==> config.mk <==
export PLATFORM = sky130hd
export DESIGN_NAME = parse_act_cfg_ctrl
export DESIGN_NICKNAME = d
export VERILOG_FILES = /design/src/rtl/rmt_ctrl_pkg.sv /design/src/rtl/axis_byte_swap.sv /design/src/rtl/parse_act_cfg_ctrl.sv
export SDC_FILE = /design/constraint.sdc
export NUM_CORES = 1
export LEC_CHECK = 0
export ABC_AREA = 1
export BUFFER_PORTS_ARGS = -buffer_cell sky130_fd_sc_hd__buf_2
export CAP_MARGIN = 20
export CORE_AREA = 2 2 390 392
export DETAILED_ROUTE_END_ITERATION = 10
export DIE_AREA = 0 0 392 394
export PLACE_DENSITY = 0.33
export SLEW_MARGIN = 30
export SYNTH_ARGS = -nofsm -noshare
export SYNTH_HDL_FRONTEND = slang
export SYNTH_HIERARCHICAL = 1
export SYNTH_SLANG_ARGS = --single-unit
==> constraint.sdc <==
create_clock -name axis_clk -period 1.7 [get_ports axis_clk]
set_clock_uncertainty 0.05 [all_clocks]
set_input_delay 0.255 -clock axis_clk [delete_from_list [all_inputs] [get_ports axis_clk]]
set_output_delay 0.255 -clock axis_clk [all_outputs]
set_load 0.01 [all_outputs]
==> src/rtl/rmt_ctrl_pkg.sv <==
// Shared definitions for the match-action ctrl-path configurators.
// Sequencer state encoding, ctrl packet field offsets and default entry width.
// No logic; imported by the configurator blocks.
package rmt_ctrl_pkg;

    localparam int MOD_ID_OFF      = 112;
    localparam int ADDR_OFF        = 128;
    localparam int MOD_ID_BITS     = 3;
    localparam int ADDR_FIELD_BITS = 8;
    localparam int DEF_ENTRY_WIDTH = 160;

    typedef enum logic [2:0] {
        ST_WAIT_FIRST  = 3'd0,
        ST_WAIT_SECOND = 3'd1,
        ST_WAIT_THIRD  = 3'd2,
        ST_WAIT_COMMIT = 3'd3,
        ST_WRITE_PEND  = 3'd4,
        ST_FLUSH       = 3'd5
    } ctrl_state_e;

endpackage

==> src/rtl/axis_byte_swap.sv <==
// Byte-order reversal: input byte 0 lands in the most significant output byte.
// Latency: combinational.
// Backpressure: none, pure datapath.
module axis_byte_swap #(
    parameter int BYTES = 32
) (
    input  logic [8*BYTES-1:0] data_i,
    output logic [8*BYTES-1:0] data_o
);

    for (genvar i = 0; i < BYTES; i++) begin : g_byte
        assign data_o[8*(BYTES-1-i) +: 8] = data_i[8*i +: 8];
    end

endmodule

==> src/rtl/parse_act_cfg_ctrl.sv <==
// Parse-action table write sequencer: decodes ctrl packets into 160-bit entries; optional PARSE_CFG_STATS_EN adds counters.
// Latency: ctrl pass-through 1 cycle; RAM strobe 2 cycles after the commit beat when the parser is idle.
// Backpressure: ctrl tready drops only while a write waits for lookup_busy to clear.
module parse_act_cfg_ctrl
    import rmt_ctrl_pkg::*;
#(
    parameter int         C_S_AXIS_DATA_WIDTH  = 256,
    parameter int         C_S_AXIS_TUSER_WIDTH = 128,
    parameter int         ENTRY_WIDTH          = DEF_ENTRY_WIDTH,
    parameter int         ADDR_WIDTH           = 5,
    parameter logic [2:0] PARSER_MOD_ID        = 3'b0
) (
    input  logic                              axis_clk,
    input  logic                              areset,
    input  logic [C_S_AXIS_DATA_WIDTH-1:0]    ctrl_s_axis_tdata,
    input  logic [C_S_AXIS_TUSER_WIDTH-1:0]   ctrl_s_axis_tuser,
    input  logic [C_S_AXIS_DATA_WIDTH/8-1:0]  ctrl_s_axis_tkeep,
    input  logic                              ctrl_s_axis_tvalid,
    input  logic                              ctrl_s_axis_tlast,
    output logic                              ctrl_s_axis_tready,
    output logic [C_S_AXIS_DATA_WIDTH-1:0]    ctrl_m_axis_tdata,
    output logic [C_S_AXIS_TUSER_WIDTH-1:0]   ctrl_m_axis_tuser,
    output logic [C_S_AXIS_DATA_WIDTH/8-1:0]  ctrl_m_axis_tkeep,
    output logic                              ctrl_m_axis_tvalid,
    output logic                              ctrl_m_axis_tlast,
    input  logic                              lookup_busy,
    output logic                              ram_wr_en,
    output logic [ADDR_WIDTH-1:0]             ram_wr_addr,
    output logic [ENTRY_WIDTH-1:0]            ram_wr_data,
`ifdef PARSE_CFG_STATS_EN
    output logic [15:0]                       cfg_wr_cnt,
    output logic [15:0]                       cfg_drop_cnt,
`endif
    output logic                              cfg_err
);

    ctrl_state_e                      state_q, state_d;
    logic [ADDR_WIDTH-1:0]            addr_q, addr_d;
    logic [ENTRY_WIDTH-1:0]           entry_q, entry_d;
    logic                             exit_last_q, exit_last_d;
    logic                             err_d, wr_fire;
    logic                             ram_wr_en_q, cfg_err_q;
    logic [ADDR_WIDTH-1:0]            ram_wr_addr_q;
    logic [ENTRY_WIDTH-1:0]           ram_wr_data_q;
    logic [C_S_AXIS_DATA_WIDTH-1:0]   m_tdata_q;
    logic [C_S_AXIS_TUSER_WIDTH-1:0]  m_tuser_q;
    logic [C_S_AXIS_DATA_WIDTH/8-1:0] m_tkeep_q;
    logic                             m_tvalid_q, m_tlast_q;
    logic [ENTRY_WIDTH-1:0]           entry_swapped;
    logic                             accept, mod_match, addr_ok;

    // Reversing only the low ENTRY_WIDTH/8 bytes equals the top of a full-width swap.
    axis_byte_swap #(.BYTES(ENTRY_WIDTH/8)) u_swap (
        .data_i (ctrl_s_axis_tdata[ENTRY_WIDTH-1:0]),
        .data_o (entry_swapped)
    );

    assign ctrl_s_axis_tready = (state_q != ST_WRITE_PEND);
    assign accept    = ctrl_s_axis_tvalid && ctrl_s_axis_tready;
    assign mod_match = (ctrl_s_axis_tdata[MOD_ID_OFF +: MOD_ID_BITS] == PARSER_MOD_ID);
    assign addr_ok   = ((ctrl_s_axis_tdata[ADDR_OFF +: ADDR_FIELD_BITS] >> ADDR_WIDTH) == '0);

    always_comb begin
        state_d     = state_q;
        addr_d      = addr_q;
        entry_d     = entry_q;
        exit_last_d = exit_last_q;
        err_d       = 1'b0;
        wr_fire     = 1'b0;
        case (state_q)
            ST_WAIT_FIRST: begin
                if (accept && !ctrl_s_axis_tlast) state_d = ST_WAIT_SECOND;
            end
            ST_WAIT_SECOND: begin
                if (accept) begin
                    if (ctrl_s_axis_tlast) begin
                        state_d = ST_WAIT_FIRST;
                        err_d   = mod_match;
                    end else if (mod_match && addr_ok) begin
                        addr_d  = ctrl_s_axis_tdata[ADDR_OFF +: ADDR_WIDTH];
                        state_d = ST_WAIT_THIRD;
                    end else begin
                        err_d   = mod_match;
                        state_d = ST_FLUSH;
                    end
                end
            end
            ST_WAIT_THIRD: begin
                if (accept) begin
                    if (ctrl_s_axis_tlast) begin
                        state_d = ST_WAIT_FIRST;
                        err_d   = 1'b1;
                    end else begin
                        entry_d = entry_swapped;
                        state_d = ST_WAIT_COMMIT;
                    end
                end
            end
            ST_WAIT_COMMIT: begin
                if (accept) begin
                    exit_last_d = ctrl_s_axis_tlast;
                    state_d     = ST_WRITE_PEND;
                end
            end
            ST_WRITE_PEND: begin
                // Hold the write until the parser leaves its lookup window.
                if (!lookup_busy) begin
                    wr_fire = 1'b1;
                    state_d = exit_last_q ? ST_WAIT_FIRST : ST_FLUSH;
                end
            end
            ST_FLUSH: begin
                if (accept && ctrl_s_axis_tlast) state_d = ST_WAIT_FIRST;
            end
            default: state_d = ST_WAIT_FIRST;
        endcase
    end

    always_ff @(posedge axis_clk) begin
        if (areset) begin
            state_q       <= ST_WAIT_FIRST;
            addr_q        <= '0;
            entry_q       <= '0;
            exit_last_q   <= 1'b0;
            ram_wr_en_q   <= 1'b0;
            ram_wr_addr_q <= '0;
            ram_wr_data_q <= '0;
            cfg_err_q     <= 1'b0;
            m_tdata_q     <= '0;
            m_tuser_q     <= '0;
            m_tkeep_q     <= '0;
            m_tvalid_q    <= 1'b0;
            m_tlast_q     <= 1'b0;
        end else begin
            state_q     <= state_d;
            addr_q      <= addr_d;
            entry_q     <= entry_d;
            exit_last_q <= exit_last_d;
            ram_wr_en_q <= wr_fire;
            cfg_err_q   <= err_d;
            if (wr_fire) begin
                ram_wr_addr_q <= addr_q;
                ram_wr_data_q <= entry_q;
            end
            m_tvalid_q <= accept;
            if (accept) begin
                m_tdata_q <= ctrl_s_axis_tdata;
                m_tuser_q <= ctrl_s_axis_tuser;
                m_tkeep_q <= ctrl_s_axis_tkeep;
                m_tlast_q <= ctrl_s_axis_tlast;
            end
        end
    end

`ifdef PARSE_CFG_STATS_EN
    logic [15:0] wr_cnt_q, drop_cnt_q;

    always_ff @(posedge axis_clk) begin
        if (areset) begin
            wr_cnt_q   <= '0;
            drop_cnt_q <= '0;
        end else begin
            if (ram_wr_en_q && (wr_cnt_q != 16'hFFFF))  wr_cnt_q   <= wr_cnt_q + 16'd1;
            if (cfg_err_q && (drop_cnt_q != 16'hFFFF)) drop_cnt_q <= drop_cnt_q + 16'd1;
        end
    end

    assign cfg_wr_cnt   = wr_cnt_q;
    assign cfg_drop_cnt = drop_cnt_q;
`endif

    assign ram_wr_en          = ram_wr_en_q;
    assign ram_wr_addr        = ram_wr_addr_q;
    assign ram_wr_data        = ram_wr_data_q;
    assign cfg_err            = cfg_err_q;
    assign ctrl_m_axis_tdata  = m_tdata_q;
    assign ctrl_m_axis_tuser  = m_tuser_q;
    assign ctrl_m_axis_tkeep  = m_tkeep_q;
    assign ctrl_m_axis_tvalid = m_tvalid_q;
    assign ctrl_m_axis_tlast  = m_tlast_q;

endmodule

==> impl_metrics.json, run 1 <==
{
  "irDropWorstVdd_uv": 662,
  "path_clk_slew_ps": 60,
  "hold_class": "input pin to register",
  "crit_start": "state_q[0]",
  "drive_gt1_frac": 0.344,
  "critical_path_arrival_ps": 1560,
  "port_buffers": 1006,
  "critical_path.top_delay_family": "flip-flops",
  "die_h_microns": 394,
  "vias": 28800,
  "utilization": 0.306,
  "cts.root.buffer_cell": "clkbuf_16",
  "synth.cells.most_frequent": "1171 x nor2_1, 754 x dfxtp_1, 483 x o21ai_0",
  "end_kind": "primary output",
  "vias_per_cell": 4.12,
  "drt-initial-drc-count": 1321,
  "timing.critical_path.buf_inv": 2,
  "floorplan.die_area_sq_mm": 0.154,
  "holdPathStages": 4,
  "cell_area_synth_sq_mm": 0.0274,
  "path_max_fanout": 4,
  "report.final.setup_viol": 269,
  "io_pins": 1007,
  "worstSetupPathType": "register to primary output",
  "failing_checks": "negative setup slack",
  "htree_levels": 3,
  "worst_slew_margin_rel": 0.620,
  "fillCellCount": 16400,
  "cts_sinks": 754,
  "grt_start_max_net_pins": 69,
  "grt_setup_unrepaired": "true",
  "outcome": "finished with violations",
  "critical_path_required_ps": 1390,
  "ff2ff_setup_slack_ps": -90,
  "maxSlewViolCount": 0,
  "grt-ovfl-total": 0,
  "layout-area-overhead-vs-synth_pct": 68.5,
  "drt-total-wl_microns": 157000,
  "antenna_found_initial": 13,
  "r2r_start": "state_q[2]",
  "critical_path.cell_chain": "buf_6, nor2_4, nand2_4, buf_12",
  "grt_pass1_wl_microns": 198000,
  "gr-usage-all-layers": 0.172,
  "postRouteAntennaNets": 0,
  "netlist.top_cell.by_area": "dfxtp_1",
  "dr_drc_count": 0,
  "fin_hold_ws_ps": 249,
  "gp_routability_congestion": 0.820,
  "worst_pin_slew_ps": 566,
  "async_s_r_ff_share_synth": 0,
  "grt_pass1_vias": 28200,
  "drt-wirelength-per-cell_microns": 22.4,
  "power_density_mw_per_mm2": 1030,
  "fp-row-count": 143,
  "post_dp_cell_area_sq_mm": 0.0343,
  "fp.coreArea_sq_mm": 0.151,
  "yosys_warnings": 6,
  "slowest_stage": "dfxtp_2",
  "design.final.nets": 5296,
  "synth-seq-cells": 754,
  "min_from": "ctrl_s_axis_tuser[124]",
  "p_leak_nw": 20.6,
  "finalHoldViolations": 0,
  "worst_skew_pair.late_latency_ps": 690,
  "postLayoutCellArea_sq_mm": 0.0461,
  "floorplan.initialDensity": 0.182,
  "final.min_clock_period_ps": 1860,
  "detailedRoute.firstPassIterationCount": 5,
  "worst_setup_slack_final_ps": -161,
  "fp.dieW_microns": 392,
  "cp-start-kind": "register",
  "seq_area_frac_synth": 0.551,
  "synth_cell_type_count": 18,
  "synth-edff-count": 0,
  "syn-mean-instance-area_sq_um": 7.85,
  "number_of_violations_of_the_max_capacitance_limit": 0,
  "synthesis.nets": 3908,
  "worstHoldEndpoint": "ctrl_m_axis_tuser[124]",
  "max-clock-path-buffers": 3,
  "synth_top_cell_area_share": 0.551,
  "achievable-frequency_mhz": 537,
  "cts_tree": "yes",
  "tritoncts.num_buffers": 95,
  "synth_top_cells_by_area": "dfxtp_1 55%, nor2_1 16%, o21ai_0 8.8%, buf_4 4.7%, nand3_1 3.2%",
  "place.detailed.hpwl_microns": 101000,
  "post-route-period-util": 1.09,
  "yosys.cell_count.top_type": "nor2_1",
  "synth_ff_type": "dfxtp_1",
  "critical_path.max_stage_delay_ps": 330,
  "r2r.worst_path.cells": 9,
  "synth_cells": 3487,
  "r2r-end": "ctrl_m_axis_tdata[107]"
}
==> power breakdown <==
part	internal [W]	switching, W	total (W)
combinational	0.00357	0.00447	0.00804
sequential	0.0186	0.000483	0.0191
clock	0.0118	0.00863	0.0204
==> kinds of logic after synthesis <==
logic type / after synthesis / share of synthesized area
and+or+nand+nor: 1538 / 0.220
buffers and inverters: 439 / 0.0905
AOI/OAI and AO/OA: 756 / 0.138
DFF: 754 / 0.551
==> metrics by stage <==
step | worst slack (ps) | setup TNS, ps | std cells | total power (W)
after floorplan | 142 | 0 | 3487 | 0.0220
after global placement | -86.9 | -2490 | 6246 | 0.0251
after detailed placement | -95.2 | -9140 | 6246 | 0.0250
after CTS | -234 | -265 | 6854 | 0.0467
after global routing | -239 | -58670 | 6985 | 0.0495
final | -161 | -6390 | 6990 | 0.0475
==> cell usage in the layout, fill, tap and decap left out, types with 25 or more instances in the layout <==
| master | count |
|---|---|
| nand2_4 | 25 |
| nor2_1 | 1109 |
| dlygate4sd3_1 | 420 |
| buf_16 | 35 |
| dfxtp_1 | 752 |
| o21ai_1 | 189 |
| buf_2 | 1004 |
| nand2_1 | 152 |
| o21ai_0 | 263 |
| a21oi_1 | 148 |
| nor2_2 | 46 |
| buf_4 | 77 |
| buf_6 | 26 |
| clkbuf_1 | 28 |
| o21ai_2 | 126 |
| nand3_1 | 173 |
| a21oi_2 | 25 |
| buf_12 | 64 |
| clkbuf_16 | 164 |
==> worst min-delay path, cell delays in order <==
cell           delay (ps)
dlygate4sd3_1         510
buf_2                 100
nor2_1                 40
nor2_1                 60
==> metal layers <==
metal,GRT usage,vias to the layer above,share of wire
li1,-,14000,-
met1,0.202,13700,0.41
met2,0.299,875,0.49
met3,0.0576,158,0.075
met4,0.0451,0,0.022
met5,0,-,0
==> state kept, by name, indices dropped and copies added (netlist names) <==
signal / count
addr_q: 5
cfg_err: 1
ctrl_m_axis_tdata: 256
ctrl_m_axis_tkeep: 32
ctrl_m_axis_tlast: 1
ctrl_m_axis_tuser: 128
ctrl_m_axis_tvalid: 1
entry_q: 160
exit_last_q: 1
ram_wr_addr: 5
ram_wr_data: 160
ram_wr_en: 1
state_q: 3
==> how the worst max path moves through the flow <==
stage | slack, ps | to | depth (start not counted)
2_1_floorplan | 140 | entry_q[100] | 11
3_3_place_gp | -90 | ctrl_m_axis_tuser[36] | 10
5_1_grt | -240 | ctrl_s_axis_tready | 4
3_5_place_dp | -100 | ctrl_m_axis_tuser[36] | 10
4_1_cts | -230 | ctrl_s_axis_tready | 4
6_report | -160 | ctrl_s_axis_tready | 4
==> area by class of cell <==
class | instances | area (sq um) | area share
Tap cell | 2030 | 2540 | 0.0550
Antenna cell | 12 | 30.0 | 0.000651
Multi-Input combinational cell | 2294 | 10900 | 0.236
Sequential cell | 754 | 15100 | 0.327
Inverter | 16 | 106 | 0.00231
Clock inverter | 29 | 352 | 0.00762
Clock buffer | 141 | 2730 | 0.0592
Timing Repair inverter | 2 | 36.3 | 0.000786
Timing Repair Buffer | 1712 | 14300 | 0.311
==> timing repair <==
action	4_1_cts	5_1_grt
hold endpoints to repair	630	0
resized for setup	45	646
cloned	9	97
setup endpoints to repair	339	542
buffers inserted	9	28
hold buffers	420	0
pin swaps	6	114
No activity file was read; power rests on OpenSTA's default activity.
==> run 2: changes to the inputs <==
--- a/config.mk
+++ b/config.mk
@@ -7,11 +7,12 @@
 export LEC_CHECK = 0
 export ABC_AREA = 1
 export BUFFER_PORTS_ARGS = -buffer_cell sky130_fd_sc_hd__buf_2
-export CAP_MARGIN = 20
-export CORE_AREA = 2 2 390 392
+export CAP_MARGIN = 30
+export CORE_AREA = 2 2 394 396
 export DETAILED_ROUTE_END_ITERATION = 10
-export DIE_AREA = 0 0 392 394
-export PLACE_DENSITY = 0.33
+export DIE_AREA = 0 0 396 398
+export PLACE_DENSITY = 0.32
+export SETUP_SLACK_MARGIN = 0.4
 export SLEW_MARGIN = 30
 export SYNTH_ARGS = -nofsm -noshare
 export SYNTH_HDL_FRONTEND = slang
==> impl_metrics.json, run 2 (synthesis results as in run 1) <==
{
  "detailedRoute.firstPassIterationCount": 5,
  "critical_path.top_delay_family": "buffers and inverters",
  "critical_path_arrival_ps": 2390,
  "achievable-frequency_mhz": 554,
  "critical_path.cell_chain": "buf_6, inv_4, nand2_4, nor2_4, nor2_4, inv_8, nor2_4, buf_12, buf_16, bufbuf_16, o21ai_1, nor2_1",
  "path_max_fanout": 6,
  "end_kind": "register",
  "slowest_stage": "dfxtp_2",
  "power_density_mw_per_mm2": 1080,
  "largest_reg_flops": 256,
  "path_clk_slew_ps": 60,
  "port_buffers": 1006,
  "drt-wirelength-per-cell_microns": 21.3,
  "grt_pass1_vias": 28500,
  "layout-area-overhead-vs-synth_pct": 62.1,
  "worst_slew_margin_rel": 0.694,
  "grt-ovfl-total": 0,
  "place.detailed.instances": 6265,
  "fp.coreArea_sq_mm": 0.153,
  "hold_class": "input pin to register",
  "cts.root.buffer_cell": "clkbuf_16",
  "antenna_found_initial": 13,
  "max-clock-path-buffers": 3,
  "grt_pass1_wl_microns": 205000,
  "drt-total-wl_microns": 148000,
  "worst_skew_pair.late_latency_ps": 710,
  "maxSlewViolCount": 0,
  "htree_levels": 3,
  "tritoncts.num_buffers": 96,
  "critical_path_required_ps": 2280,
  "failing_checks": "negative setup slack",
  "cts_tree": "yes",
  "critPathMostFrequentCell": "nor2_4",
  "cp-start-kind": "register",
  "post-route-period-util": 1.06,
  "finalHoldViolations": 0,
  "p_leak_nw": 20.1,
  "postRouteAntennaNets": 0,
  "cts_sinks": 754,
  "fp-row-count": 144,
  "floorplan.die_area_sq_mm": 0.158,
  "vias_per_cell": 4.04,
  "number_of_violations_of_the_max_capacitance_limit": 0,
  "vias": 28100,
  "finalPower_w": 0.0480,
  "io_pins": 1007,
  "floorplan.initialDensity": 0.179,
  "drive_gt1_frac": 0.311,
  "worst_pin_slew_ps": 460,
  "timing.critical_path.buf_inv": 6,
  "dr_drc_count": 0,
  "worstSetupPathType": "register to register",
  "grt_setup_unrepaired": "true",
  "die_h_microns": 398,
  "outcome": "finished with violations",
  "most-common-layout-cells": "1124 x nor2_1, 1002 x buf_2, 749 x dfxtp_1",
  "grt_start_max_net_pins": 74,
  "dpl_worst_slack_ps": 0.360,
  "drt-initial-drc-count": 1394,
  "irDropWorstVdd_uv": 626,
  "gp_routability_congestion": 0.830,
  "fin_tns_setup_ps": -7460,
  "final.min_clock_period_ps": 1810,
  "gr-usage-all-layers": 0.177,
  "stdcell_count": 6943,
  "layout.cells.most_common": "nor2_1",
  "fp.dieW_microns": 396,
  "design.final.nets": 5239,
  "worst_setup_slack_final_ps": -105,
  "place.detailed.hpwl_microns": 103000,
  "report.final.setup_viol": 249,
  "critical_path.max_stage_delay_ps": 340
}
## run 2: changes by cell type in the layout (fill, tap and decap cells not counted), sizes merged
cell and change:
buf -8, bufbuf +3, bufinv +3, clkbuf -45, clkinv -5, diode -7
inv -2
## run 2: cell type report
| class | instances | area [sq um] |
|---|---|---|
| diodes | 5 | 12.5 |
| clock buffers | 147 | 2900 |
| clock inverters | 27 | 369 |
| fillers | 16600 | 109000 |
| inverters | 16 | 98.8 |
| multi-input cells | 2294 | 10300 |
| flip-flops and latches | 754 | 15100 |
| well taps | 2044 | 2560 |
| repair buffers | 1656 | 13000 |
## run 2: metal layers
metal | part of all wire | up-vias | GRT usage
met2 | 0.49 | 781 | 0.306
met3 | 0.072 | 164 | 0.0552
met5 | 0.00013 | - | 0
met4 | 0.024 | 2 | 0.0517
met1 | 0.41 | 13200 | 0.208
li1 | - | 13900 | -
## run 2: stage by stage
stage | cell area, sq um | hold WS, ps | util
2_1_floorplan | 27600 | 340 | -
4_1_cts | 43400 | 90.1 | 0.283
3_3_place_gp | 34500 | 397 | 0.225
6_report | 44400 | 160 | 0.289
5_1_grt | 44400 | 163 | 0.289
3_5_place_dp | 34500 | 400 | 0.225
## run 2: worst min-delay path: stages
cell and delay [ps]:
buf_2 90, nor2_1 50, buf_4 140, nand3_1 70, a21oi_1 70, nand3b_1 150, inv_1 50
## run 2: where the power goes
part | switching [W] | internal [W]
clock | 0.00861 | 0.0128
combinational | 0.00419 | 0.00332
sequential | 0.000483 | 0.0186
## run 2: worst paths after layout
path	start	to	slack, ps	cells after the start
worst max-delay path	state_q[1]	entry_q[85]	-110	12
worst min-delay path	ctrl_s_axis_tdata[134]	cfg_err	160	7
worst max register to register	state_q[1]	entry_q[85]	-110	12
worst min register to register	ram_wr_data[55]	ram_wr_data[55]	410	2
## run 2: what timing repair did
action                                  in CTS  in global routing
pin swaps                                    5                 32
endpoints found under the setup margin    1338               1340
endpoints found under the hold margin      622                  0
gates cloned                                27                 23
gates resized for setup                    202                170
hold buffers                               420                  0
buffers inserted                            21                  8
